--- src/rtl/fb_write_sched.sv ---
// Write-side scheduler for the VGA frame buffer: shares one registered write
// port between a raster-order pixel stream and a random-access debug poke port.
module fb_write_sched #(
  parameter int H_PIX      = 256,
  parameter int V_PIX      = 240,
  parameter int COL_W      = 6,
  parameter int STARVE_MAX = 16
) (
  input  logic             ppu_clk,
  input  logic             rst,
  input  logic             frame_start,
  input  logic             pix_valid,
  input  logic [COL_W-1:0] pix_col,
  output logic             pix_ready,
  input  logic             dbg_req,
  input  logic [7:0]       dbg_x,
  input  logic [7:0]       dbg_y,
  input  logic [COL_W-1:0] dbg_col,
  output logic             dbg_ack,
  output logic [7:0]       fb_x,
  output logic [7:0]       fb_y,
  output logic [COL_W-1:0] fb_DI,
  output logic             fb_we,
  output logic             busy,
  output logic             frame_done,
  output logic             restart_err
);

  localparam int SW = $clog2(STARVE_MAX + 1);

  localparam logic [7:0]    X_LAST     = 8'(H_PIX - 1);
  localparam logic [7:0]    Y_LAST     = 8'(V_PIX - 1);
  localparam logic [8:0]    X_LIM      = 9'(H_PIX);
  localparam logic [8:0]    Y_LIM      = 9'(V_PIX);
  localparam logic [SW-1:0] STARVE_TOP = SW'(STARVE_MAX);

  typedef enum logic {
    IDLE   = 1'b0,
    STREAM = 1'b1
  } state_t;

  state_t state_q, state_d;

  logic [7:0]       rx_q, rx_d;
  logic [7:0]       ry_q, ry_d;
  logic [SW-1:0]    starve_q, starve_d;
  logic             ack_prev_q, ack_prev_d;
  logic             err_q, err_d;
  logic             fb_we_q, fb_we_d;
  logic [7:0]       fb_x_q, fb_x_d;
  logic [7:0]       fb_y_q, fb_y_d;
  logic [COL_W-1:0] fb_di_q, fb_di_d;
  logic             done_q, done_d;

  logic force_dbg;
  logic stream_grant;
  logic dbg_grant;
  logic dbg_in_range;
  logic last_accept;

  // Arbitration depends only on control inputs and state, never on data.
  always_comb begin
    force_dbg    = dbg_req && (starve_q == STARVE_TOP);
    stream_grant = !force_dbg && (state_q == STREAM) && pix_valid;
    dbg_grant    = force_dbg || (!stream_grant && dbg_req && !ack_prev_q);
    dbg_in_range = ({1'b0, dbg_x} < X_LIM) && ({1'b0, dbg_y} < Y_LIM);
    last_accept  = stream_grant && (rx_q == X_LAST) && (ry_q == Y_LAST);
  end

  assign pix_ready = (state_q == STREAM) && !force_dbg;
  assign dbg_ack   = dbg_grant;

  always_comb begin
    state_d = state_q;
    rx_d    = rx_q;
    ry_d    = ry_q;
    err_d   = err_q;
    case (state_q)
      IDLE: begin
        if (frame_start) begin
          state_d = STREAM;
          rx_d    = 8'd0;
          ry_d    = 8'd0;
        end
      end
      STREAM: begin
        if (stream_grant) begin
          if (rx_q == X_LAST) begin
            rx_d = 8'd0;
            ry_d = ry_q + 8'd1;
          end else begin
            rx_d = rx_q + 8'd1;
          end
        end
        if (last_accept) begin
          state_d = IDLE;
          ry_d    = 8'd0;
        end
        // A restart on the final pixel is a clean back-to-back frame, not an error.
        if (frame_start) begin
          state_d = STREAM;
          rx_d    = 8'd0;
          ry_d    = 8'd0;
          if (!last_accept) begin
            err_d = 1'b1;
          end
        end
      end
      default: begin
        state_d = IDLE;
      end
    endcase
  end

  always_comb begin
    starve_d = starve_q;
    if (!dbg_req || dbg_grant) begin
      starve_d = '0;
    end else if (starve_q != STARVE_TOP) begin
      starve_d = starve_q + SW'(1);
    end
  end

  always_comb begin
    fb_we_d    = 1'b0;
    fb_x_d     = fb_x_q;
    fb_y_d     = fb_y_q;
    fb_di_d    = fb_di_q;
    done_d     = last_accept;
    ack_prev_d = dbg_grant;
    if (stream_grant) begin
      fb_we_d = 1'b1;
      fb_x_d  = rx_q;
      fb_y_d  = ry_q;
      fb_di_d = pix_col;
    end else if (dbg_grant && dbg_in_range) begin
      fb_we_d = 1'b1;
      fb_x_d  = dbg_x;
      fb_y_d  = dbg_y;
      fb_di_d = dbg_col;
    end
  end

  always_ff @(posedge ppu_clk) begin
    if (rst) begin
      state_q    <= IDLE;
      rx_q       <= 8'd0;
      ry_q       <= 8'd0;
      starve_q   <= '0;
      ack_prev_q <= 1'b0;
      err_q      <= 1'b0;
      fb_we_q    <= 1'b0;
      fb_x_q     <= 8'd0;
      fb_y_q     <= 8'd0;
      fb_di_q    <= '0;
      done_q     <= 1'b0;
    end else begin
      state_q    <= state_d;
      rx_q       <= rx_d;
      ry_q       <= ry_d;
      starve_q   <= starve_d;
      ack_prev_q <= ack_prev_d;
      err_q      <= err_d;
      fb_we_q    <= fb_we_d;
      fb_x_q     <= fb_x_d;
      fb_y_q     <= fb_y_d;
      fb_di_q    <= fb_di_d;
      done_q     <= done_d;
    end
  end

  assign fb_we       = fb_we_q;
  assign fb_x        = fb_x_q;
  assign fb_y        = fb_y_q;
  assign fb_DI       = fb_di_q;
  assign frame_done  = done_q;
  assign restart_err = err_q;
  assign busy        = (state_q == STREAM);

endmodule
--- config.mk ---
export PLATFORM = sky130hd
export DESIGN_NAME = fb_write_sched
export DESIGN_NICKNAME = d
export VERILOG_FILES = /design/src/rtl/fb_write_sched.sv
export SDC_FILE = /design/constraint.sdc
export NUM_CORES = 1
export LEC_CHECK = 0
export BUFFER_PORTS_ARGS = -buffer_cell sky130_fd_sc_hd__buf_2
export CORE_UTILIZATION = 45
export CTS_CLUSTER_DIAMETER = 80
export CTS_CLUSTER_SIZE = 40
export DETAILED_ROUTE_END_ITERATION = 12
export MAX_ROUTING_LAYER = met4
export PLACE_DENSITY = 0.73
export RECOVER_POWER = 50
export SETUP_SLACK_MARGIN = 0.2
export SYNTH_ARGS = -nofsm -noshare
export SYNTH_HDL_FRONTEND = slang
export SYNTH_SLANG_ARGS = --single-unit
--- constraint.sdc ---
create_clock -name ppu_clk -period 5.12 [get_ports ppu_clk]
set_input_delay 1.024 -clock ppu_clk [delete_from_list [all_inputs] [get_ports ppu_clk]]
set_output_delay 1.024 -clock ppu_clk [all_outputs]
set_load 0.01 [all_outputs]
==> flow_summary.toml, run 1 <==
[power]
power_w = 0.000737
max-vdd-ir-drop_v = 0.000139
p_leak_nw = 1.06
powerDensity_nw_per_um2 = 273

[clock_tree]
cts-htree-levels = 2
clock-sinks = 48
ctsHoldBuffers = 0
path_clk_slew_ns = 0.09
clockBufferDepth = 2
root_buffer = "clkbuf_8"
clk_latency_ns = 0.30
cts_tree = "done"
post_cts_resized = 0
post-cts-setup-buffers = 0
numCtsBuffers = 5

[floorplan]
die_area_um2 = 5440
die-width_um = 73.8
fp.dieH_um = 73.8
io_pins = 61
fp-row-count = 25
core-area_um2 = 4850
start_util_pct = 47.8

[setup_path]
cp-end-kind = "output pin"
ff2ff_path_depth = 8
r2r-start = "starve_q[0]$_SDFFE_PP0P_"
cp.arrival_ns = 2.00
critPathKind = "reg -> out"
start_kind = "flop"
cp_max_fo = 15
cp.required_ns = 4.10
r2r-end = "fb_y[5]$_SDFFE_PP0P_"
rrSetupSlack_ns = 2.27

[detailed_routing]
drc = 0
via_count = 2017
avgViaCountPerCell = 5.36
first_iter_violations = 149
drt-total-wl_um = 5130
dr.pass1.iters = 4
ant_nets = 0
wl_per_cell_um = 13.6

[yosys]
postSynthCellCount = 254
ys_warn_count = 0
synth.net_count = 291
synthArstFlopShare_pct = 0
synth_top_area_share_pct = 41.5
seq_area_frac_synth_pct = 41.5
synthesis.area_um2 = 2320
synth_cell_types = 46
yosysTopAreaCell = "dfxtp_1"
synth-edff-count = 0
synth_ff_type = "dfxtp_1"
yosys-top-cells-area = "dfxtp_1 41%, mux2i_1 9.9%, a211oi_1 8.1%"
syn_area_per_cell_um2 = 9.12
yosysMostFrequentCell = "dfxtp_1"
synth_common_cells = "48 x dfxtp_1, 37 x nor2_1, 25 x a211oi_1, 23 x mux2i_1, 13 x a21oi_1"
ys_ff_latch = 48

[timing]
slew_viol_final = 0
setup_violations = 0
fin_skew_ns = 0.00843
slew_headroom_pct = 14.3
post-route-min-period_ns = 3.02
rsz0062_at_grt = "false"
finalCritPeriodShare_pct = 59.1
finalHoldViolCount = 0
max_clock_freq_mhz = 331
worst_pin_slew_ns = 1.29
fin_tns_setup_ns = 0

[worst_hold_path]
holdPathStages = 2
holdCritStartpoint = "restart_err$_SDFFE_PP0P_"
hold_class = "reg -> reg"
hold_end = "restart_err$_SDFFE_PP0P_"

[grt]
overflow = 0
grt_pass1_wl_um = 8440
grt_max_degree = 31
antenna_found_initial = 0
track_usage_pct = 20.7
grt_pass1_vias = 1813

[cells_and_area]
drive_gt1_share_pct = 15.5
area_delta_synth_final_pct = 16.6
final_cells = 376
final_nets = 345
final_core_util_pct = 55.7
diodes = 0

[job]
cap_violations = 0

[place]
gp_congestion = 0.857
placed_cells = 368
place_hpwl_um = 3660
numPortBuffers = 60

[outcome]
status = "complete, no violations"
-- metal layers --
metal / track usage (%) / vias to the layer above / part of all wire, %
met5: - / - / 0
met4: 5.56 / 0 / 0.96
met3: 4.12 / 5 / 5.3
met2: 31.9 / 61 / 44
met1: 27.6 / 904 / 50
li1: - / 1047 / -
-- final cells by class --
| cell class | count | area (um^2) |
|---|---|---|
| fillers | 459 | 2150 |
| well taps | 67 | 83.8 |
| clock buffers | 6 | 82.6 |
| repair buffers | 63 | 285 |
| multi-input cells | 183 | 1250 |
| clock inverters | 2 | 15.0 |
| inverters | 7 | 26.3 |
| flip-flops and latches | 48 | 961 |
-- cell families after synthesis --
logic type / Yosys count / synth area share, %
compound gates: 61 / 18.5
xor+xnor: 8 / 3.02
fa+ha+maj: 4 / 2.16
buf+inv: 23 / 4.97
flops: 48 / 41.5
mux: 25 / 10.9
simple gates: 85 / 19.0
-- report_power, final --
group          internal [W]  switching, W  total [W]  leakage [nW]
Clock              0.000109      0.000126   0.000235        0.0434
Sequential         0.000391     0.0000106   0.000402         0.393
Combinational     0.0000423     0.0000570  0.0000993         0.623
Total              0.000543      0.000194   0.000737          1.06
-- registers in the layout, summed over array words and instances (netlist names), 5 cells and up --
name	flops
fb_DI	6
fb_x	8
fb_y	8
rx_q	8
ry_q	8
starve_q	5
-- worst max-delay path: stages (launching register included) --
cell,delay [ns]
dfxtp_1,0.35
inv_1,0.07
ha_1,0.14
nor4bb_2,0.18
clkbuf_1,0.51
nor2_1,0.15
nor2b_1,0.15
buf_2,0.14
-- cell usage in the layout (no fill, tap or decap), drive strengths merged, types with 2 or more instances in the layout --
cell / synthesis / routed
inv: 7 / 7
nand3: 9 / 9
a211oi: 25 / 25
clkinvlp: 0 / 2
clkbuf: 7 / 34
o21ai: 5 / 5
nor2b: 2 / 2
and4: 3 / 3
nor4: 2 / 2
or3: 2 / 2
and3: 3 / 3
nor2: 37 / 37
nand2b: 2 / 2
buf: 9 / 35
mux2: 2 / 2
mux2i: 23 / 23
xnor2: 6 / 6
xor2: 2 / 2
a2111oi: 2 / 2
ha: 4 / 4
nand4: 8 / 8
o311a: 2 / 2
o211ai: 2 / 2
a21oi: 13 / 13
nand2: 6 / 6
or4: 2 / 2
dfxtp: 48 / 48
o31ai: 6 / 6
-- how the worst max path moves through the flow --
stage	from	end	slack, ns	cells past startpoint
6_report	starve_q[0]$_SDFFE_PP0P_	dbg_ack	2.10	7
5_1_grt	starve_q[0]$_SDFFE_PP0P_	dbg_ack	1.94	7
2_1_floorplan	pix_valid	dbg_ack	2.58	3
3_3_place_gp	pix_valid	dbg_ack	2.30	5
4_1_cts	pix_valid	dbg_ack	2.29	5
3_5_place_dp	pix_valid	dbg_ack	2.29	5
-- stage by stage --
stage          area (um^2)  hold slack, ns  setup slack (ns)
6_report              2700           0.491              2.10
5_1_grt               2700           0.529              1.94
4_1_cts               2740           0.494              2.29
3_5_place_dp          2640           0.466              2.29
3_3_place_gp          2640           0.454              2.30
2_1_floorplan         2320           0.453              2.58
Note: power is estimated with default switching activity, not from simulation.
==> run 2: changes to the inputs <==
- ABC_AREA: default -> 1
- PLACE_DENSITY: 0.73 -> 0.72
- clock period: 5.12 -> 2.9 ns (I/O delays scaled with it)
==> run 2 against run 1 <==
  * Power is 92% higher
  * Synthesized cell count grew 54%
  * Sequential share of layout area is 2.4 points lower
  * Largest power group unchanged
  * Register-to-register slack worse by 1.8 ns
  * Design area rose by 7.3%
  * Non-clock buffer count unchanged
  * Global-route usage down 0.46 points
  * Wire length increased by 7.6%
  * Core utilization shrank 3.1 points
  * Worst hold slack worse by 0.034 ns
==> flow_summary.toml, run 2 <==
[outcome]
status = "complete, no violations"

[setup_path]
critPathKind = "reg -> reg"
cp-end-kind = "flop"
crit_chain = "inv_1 > ha_1 > nand2_1 > inv_1 > nand3_4 > nand3_4 > nand2_1 > nand2_1 > nand2_1 > nor3_1"
cp.arrival_ns = 2.59
start_kind = "flop"
max_stage_delay_ns = 0.56
cp_max_fo = 23
cp.required_ns = 3.08
slowest_stage = "nand2_1"
crit_top_cell = "nand2_1"

[timing]
worst_pin_slew_ns = 0.768
finalCritPeriodShare_pct = 82.9
finalHoldViolCount = 0
fin_skew_ns = 0.00708
max_clock_freq_mhz = 416
rsz0062_at_grt = "false"
slew_headroom_pct = 48.6
fin_tns_setup_ns = 0
post-route-min-period_ns = 2.40
holdWs_ns = 0.457
setup_violations = 0
slew_viol_final = 0

[detailed_routing]
via_count = 2401
ant_nets = 0
dr.pass1.iters = 4
avgViaCountPerCell = 4.62
drc = 0
drt-total-wl_um = 5520
first_iter_violations = 125
wl_per_cell_um = 10.6

[yosys]
synth_cell_types = 28
ys_warn_count = 0
yosysMostFrequentCell = "nand2_1"
yosys-top-cells-area = "dfxtp_1 37%, nand2_1 16%, nor2_1 9.8%"
synth_ff_type = "dfxtp_1"
synthesis.area_um2 = 2580
postSynthCellCount = 392
synth.net_count = 429
synthArstFlopShare_pct = 0
yosysTopAreaCell = "dfxtp_1"
synth_common_cells = "107 x nand2_1, 67 x nor2_1, 55 x inv_1, 48 x dfxtp_1, 21 x o21ai_1"
seq_area_frac_synth_pct = 37.3
synth-edff-count = 0
ys_ff_latch = 48
syn_area_per_cell_um2 = 6.57
synth_top_area_share_pct = 37.3

[power]
cell_internal_pwr_w = 0.00103
p_sw_share_pct = 27.0
pwr-share-clk_pct = 33.3
pwr-share-comb_pct = 16.2
switchingPower_w = 0.000383
power_w = 0.00142
p_leak_nw = 1.35
max-vdd-ir-drop_v = 0.000228
seq_power_share_pct = 50.5
powerDensity_nw_per_um2 = 488

[worst_hold_path]
hold_class = "reg -> reg"

[floorplan]
die_area_um2 = 6030
start_util_pct = 46.8
core-area_um2 = 5510
die-width_um = 77.7
fp.dieH_um = 77.7
fp-row-count = 27
io_pins = 61

[clock_tree]
post-cts-setup-buffers = 0
clock-sinks = 48
clockBufferDepth = 2
ctsHoldBuffers = 0
cts_tree = "done"
cts-htree-levels = 2
post_cts_resized = 0
path_clk_slew_ns = 0.08
numCtsBuffers = 5
clk_latency_ns = 0.30
root_buffer = "clkbuf_8"

[grt]
track_usage_pct = 20.3
grt_pass1_vias = 2169
overflow = 0
antenna_found_initial = 0
grt_max_degree = 46
grt_pass1_wl_um = 9470

[cells_and_area]
drive_gt1_share_pct = 11.6
area_delta_synth_final_pct = 12.5
final_core_util_pct = 52.6
layout_commonest_cell = "nand2_1"
design_area_um2 = 2900
final_nets = 484
diodes = 0
final_cell_mix = "109 x nand2_1, 68 x nor2_1, 56 x inv_1"

[job]
cap_violations = 0

[place]
numPortBuffers = 60
place_hpwl_um = 4090
gp_congestion = 0.810
dpl-instance-area_um2 = 2860
==> run 2: worst paths after layout <==
check	from	endpoint	slack [ns]	cells past startpoint
worst max register to register	starve_q[0]$_SDFFE_PP0P_	rx_q[5]$_SDFFE_PP0P_	0.50	10
worst min register to register	restart_err$_SDFFE_PP0P_	restart_err$_SDFFE_PP0P_	0.46	2
worst max-delay path	starve_q[0]$_SDFFE_PP0P_	rx_q[5]$_SDFFE_PP0P_	0.50	10
worst min-delay path	restart_err$_SDFFE_PP0P_	restart_err$_SDFFE_PP0P_	0.46	2
==> run 2: stage by stage <==
step	instances	setup WS, ns
after floorplan	392	1.11
after detailed placement	512	0.769
final	520	0.497
after global placement	512	0.828
after global routing	520	0.236
after CTS	520	0.498
==> run 2: cells by family after synthesis <==
family	Yosys count	share of synthesized area [%]
AND/OR/NAND/NOR	220	37.4
AO/OA/AOI/OAI	42	8.16
flip-flops	48	37.3
adder cells (fa/ha/maj)	4	1.94
XOR/XNOR	4	1.36
buffers and inverters	74	13.8
==> run 2: routing by layer <==
metal	track usage (%)	routed length [um]	up-vias
li1	-	-	1311
met1	25.5	2710	1039
met2	31.6	2450	44
met3	4.35	252	7
met4	7.92	101	0
met5	-	0	-
==> run 2: critical path: cells and delay by family (launching register included) <==
kind | cells | cell delay [ns]
and+or+nand+nor | 7 | 1.54
adders and majority gates | 1 | 0.19
buffers and inverters | 2 | 0.17
DFF | 1 | 0.38
==> run 2: power by group through the flow <==
stage	logic (W)	registers, W	clock network (W)
6_report	0.000229	0.000715	0.000471
5_1_grt	0.000267	0.000719	0.000513
4_1_cts	0.000243	0.000714	0.000490
3_5_place_dp	0.000242	0.000730	0
3_3_place_gp	0.000239	0.000728	0
2_1_floorplan	0.000159	0.000744	0
==> run 2: layout make-up <==
| class | instances | area (um^2) |
|---|---|---|
| Timing Repair Buffer | 63 | 288 |
| Sequential cell | 48 | 961 |
| Fill cell | 599 | 2610 |
| Tap cell | 72 | 90.1 |
| Inverter | 59 | 221 |
| Clock buffer | 6 | 72.6 |
| Multi-Input combinational cell | 270 | 1230 |
| Clock inverter | 2 | 35.0 |
==> run 3: changes to the inputs <==
- ABC_AREA: 1 -> 0
- PLACE_DENSITY: 0.72 -> 0.73
- clock period: 2.9 -> 2.3 ns (I/O delays scaled with it)
==> run 3 against run 2 <==
  * Cell count shrank 27%
  * Power grew 13%
  * Critical endpoint is now pix_ready
  * Core utilization grew 4.2 points
  * Highest routed layer unchanged
  * Largest power group unchanged
==> flow_summary.toml, run 3 (synthesis results as in run 1) <==
[setup_path]
cp.required_ns = 1.84
start_kind = "flop"
r2r-end = "fb_x[1]$_SDFFE_PP0P_"
worstSetupEndpoint = "pix_ready"
cp_max_fo = 6
cp-end-kind = "output pin"
r2r-start = "starve_q[0]$_SDFFE_PP0P_"
rrSetupSlack_ns = 0.31
critPathKind = "reg -> out"
ff2ff_path_depth = 9
cp.arrival_ns = 1.59
startpoint = "starve_q[0]$_SDFFE_PP0P_"

[clock_tree]
clockBufferDepth = 2
root_buffer = "clkbuf_8"
path_clk_slew_ns = 0.08
numCtsBuffers = 5
clock-sinks = 48
cts-htree-levels = 2
cts_tree = "done"
clk_latency_ns = 0.30

[detailed_routing]
dr.pass1.iters = 4
avgViaCountPerCell = 5.53
drc = 0
via_count = 2113
drt-total-wl_um = 5340
wl_per_cell_um = 14.0
first_iter_violations = 139
ant_nets = 0

[power]
pwr-share-clk_pct = 29.7
powerDensity_nw_per_um2 = 581
max-vdd-ir-drop_v = 0.000301
switchingPower_w = 0.000423
p_leak_nw = 1.10
power_w = 0.00160
seq_power_share_pct = 55.9
p_sw_share_pct = 26.4
pwr-share-comb_pct = 14.4
cell_internal_pwr_w = 0.00118

[timing]
max_clock_freq_mhz = 489
finalCritPeriodShare_pct = 88.9
post-route-min-period_ns = 2.05
setup_violations = 0
finalHoldViolCount = 0
worst_pin_slew_ns = 0.573
fin_tns_setup_ns = 0
slew_headroom_pct = 60.8
fin_ws_ns = 0.255
fin_skew_ns = 0.00450
rsz0062_at_grt = "true"
slew_viol_final = 0
holdWs_ns = 0.444

[cells_and_area]
diodes = 0
final_cells = 382
drive_gt1_share_pct = 18.1
final_nets = 352
area_delta_synth_final_pct = 19.0
layout_commonest_cell = "dfxtp_1"
final_cell_mix = "47 x dfxtp_1, 36 x nor2_1, 34 x buf_2"

[outcome]
status = "complete, no violations"

[job]
cap_violations = 0

[floorplan]
core-area_um2 = 4850
start_util_pct = 47.8
io_pins = 61
fp.dieH_um = 73.8
fp-row-count = 25
die-width_um = 73.8
die_area_um2 = 5440

[worst_hold_path]
hold_class = "in -> reg"

[place]
placed_cells = 371
numPortBuffers = 60
gp_congestion = 0.878
place_hpwl_um = 3760
post-place-ws_ns = 0.134

[grt]
grt_max_degree = 44
track_usage_pct = 21.6
grt_pass1_wl_um = 8710
antenna_found_initial = 0
overflow = 0
grt_pass1_vias = 1853
-- run 3: stage by stage --
step	area, um^2	utilization (%)
finish	2760	56.9
global route	2760	56.9
CTS	2770	57.1
detailed placement	2680	55.2
global placement	2680	55.2
floorplan	2320	-
-- run 3: how the worst min path moves through the flow --
stage	endpoint	depth (start not counted)	start	slack (ns)
5_1_grt	fb_DI[2]$_SDFFE_PP0P_	3	pix_col[2]	0.44
3_5_place_dp	restart_err$_SDFFE_PP0P_	2	restart_err$_SDFFE_PP0P_	0.46
3_3_place_gp	restart_err$_SDFFE_PP0P_	2	restart_err$_SDFFE_PP0P_	0.45
6_report	fb_DI[1]$_SDFFE_PP0P_	3	pix_col[1]	0.44
4_1_cts	fb_DI[2]$_SDFFE_PP0P_	3	pix_col[2]	0.43
2_1_floorplan	starve_q[0]$_SDFFE_PP0P_	1	starve_q[0]$_SDFFE_PP0P_	0.45
-- run 3: repair_timing --
item	CTS	global route
setup endpoints to repair	24	3
resized for setup	2	8
hold buffers	0	0
pin swaps	0	2
gates cloned	0	0
buffers inserted	1	3
-- run 3: layout make-up --
cell class | count | area, um^2
Clock buffer | 6 | 72.6
Clock inverter | 1 | 5.00
Fill cell | 455 | 2090
Inverter | 7 | 26.3
Multi-Input combinational cell | 183 | 1260
Sequential cell | 48 | 962
Tap cell | 67 | 83.8
Timing Repair Buffer | 70 | 344
-- run 3: metal layers --
| metal | GRT usage [%] | vias to the layer above | wire length, um |
|---|---|---|---|
| met5 | - | - | 0 |
| met4 | 7.69 | 0 | 86 |
| met3 | 5.08 | 8 | 272 |
| met2 | 32.1 | 51 | 2360 |
| met1 | 28.6 | 991 | 2620 |
| li1 | - | 1063 | - |
-- run 3: power by group through the flow --
stage / clock, W / combinational, W / sequential [W]
2_1_floorplan: 0 / 0.000128 / 0.000929
3_3_place_gp: 0 / 0.000235 / 0.000913
4_1_cts: 0.000490 / 0.000241 / 0.000894
3_5_place_dp: 0 / 0.000239 / 0.000913
6_report: 0.000476 / 0.000230 / 0.000895
5_1_grt: 0.000529 / 0.000255 / 0.000900
-- run 3: critical path: stages (launching register included) --
cell	delay (ns)
dfxtp_1	0.34
inv_1	0.07
ha_1	0.13
nor4bb_4	0.32
buf_4	0.21
a21boi_2	0.06
buf_2	0.14
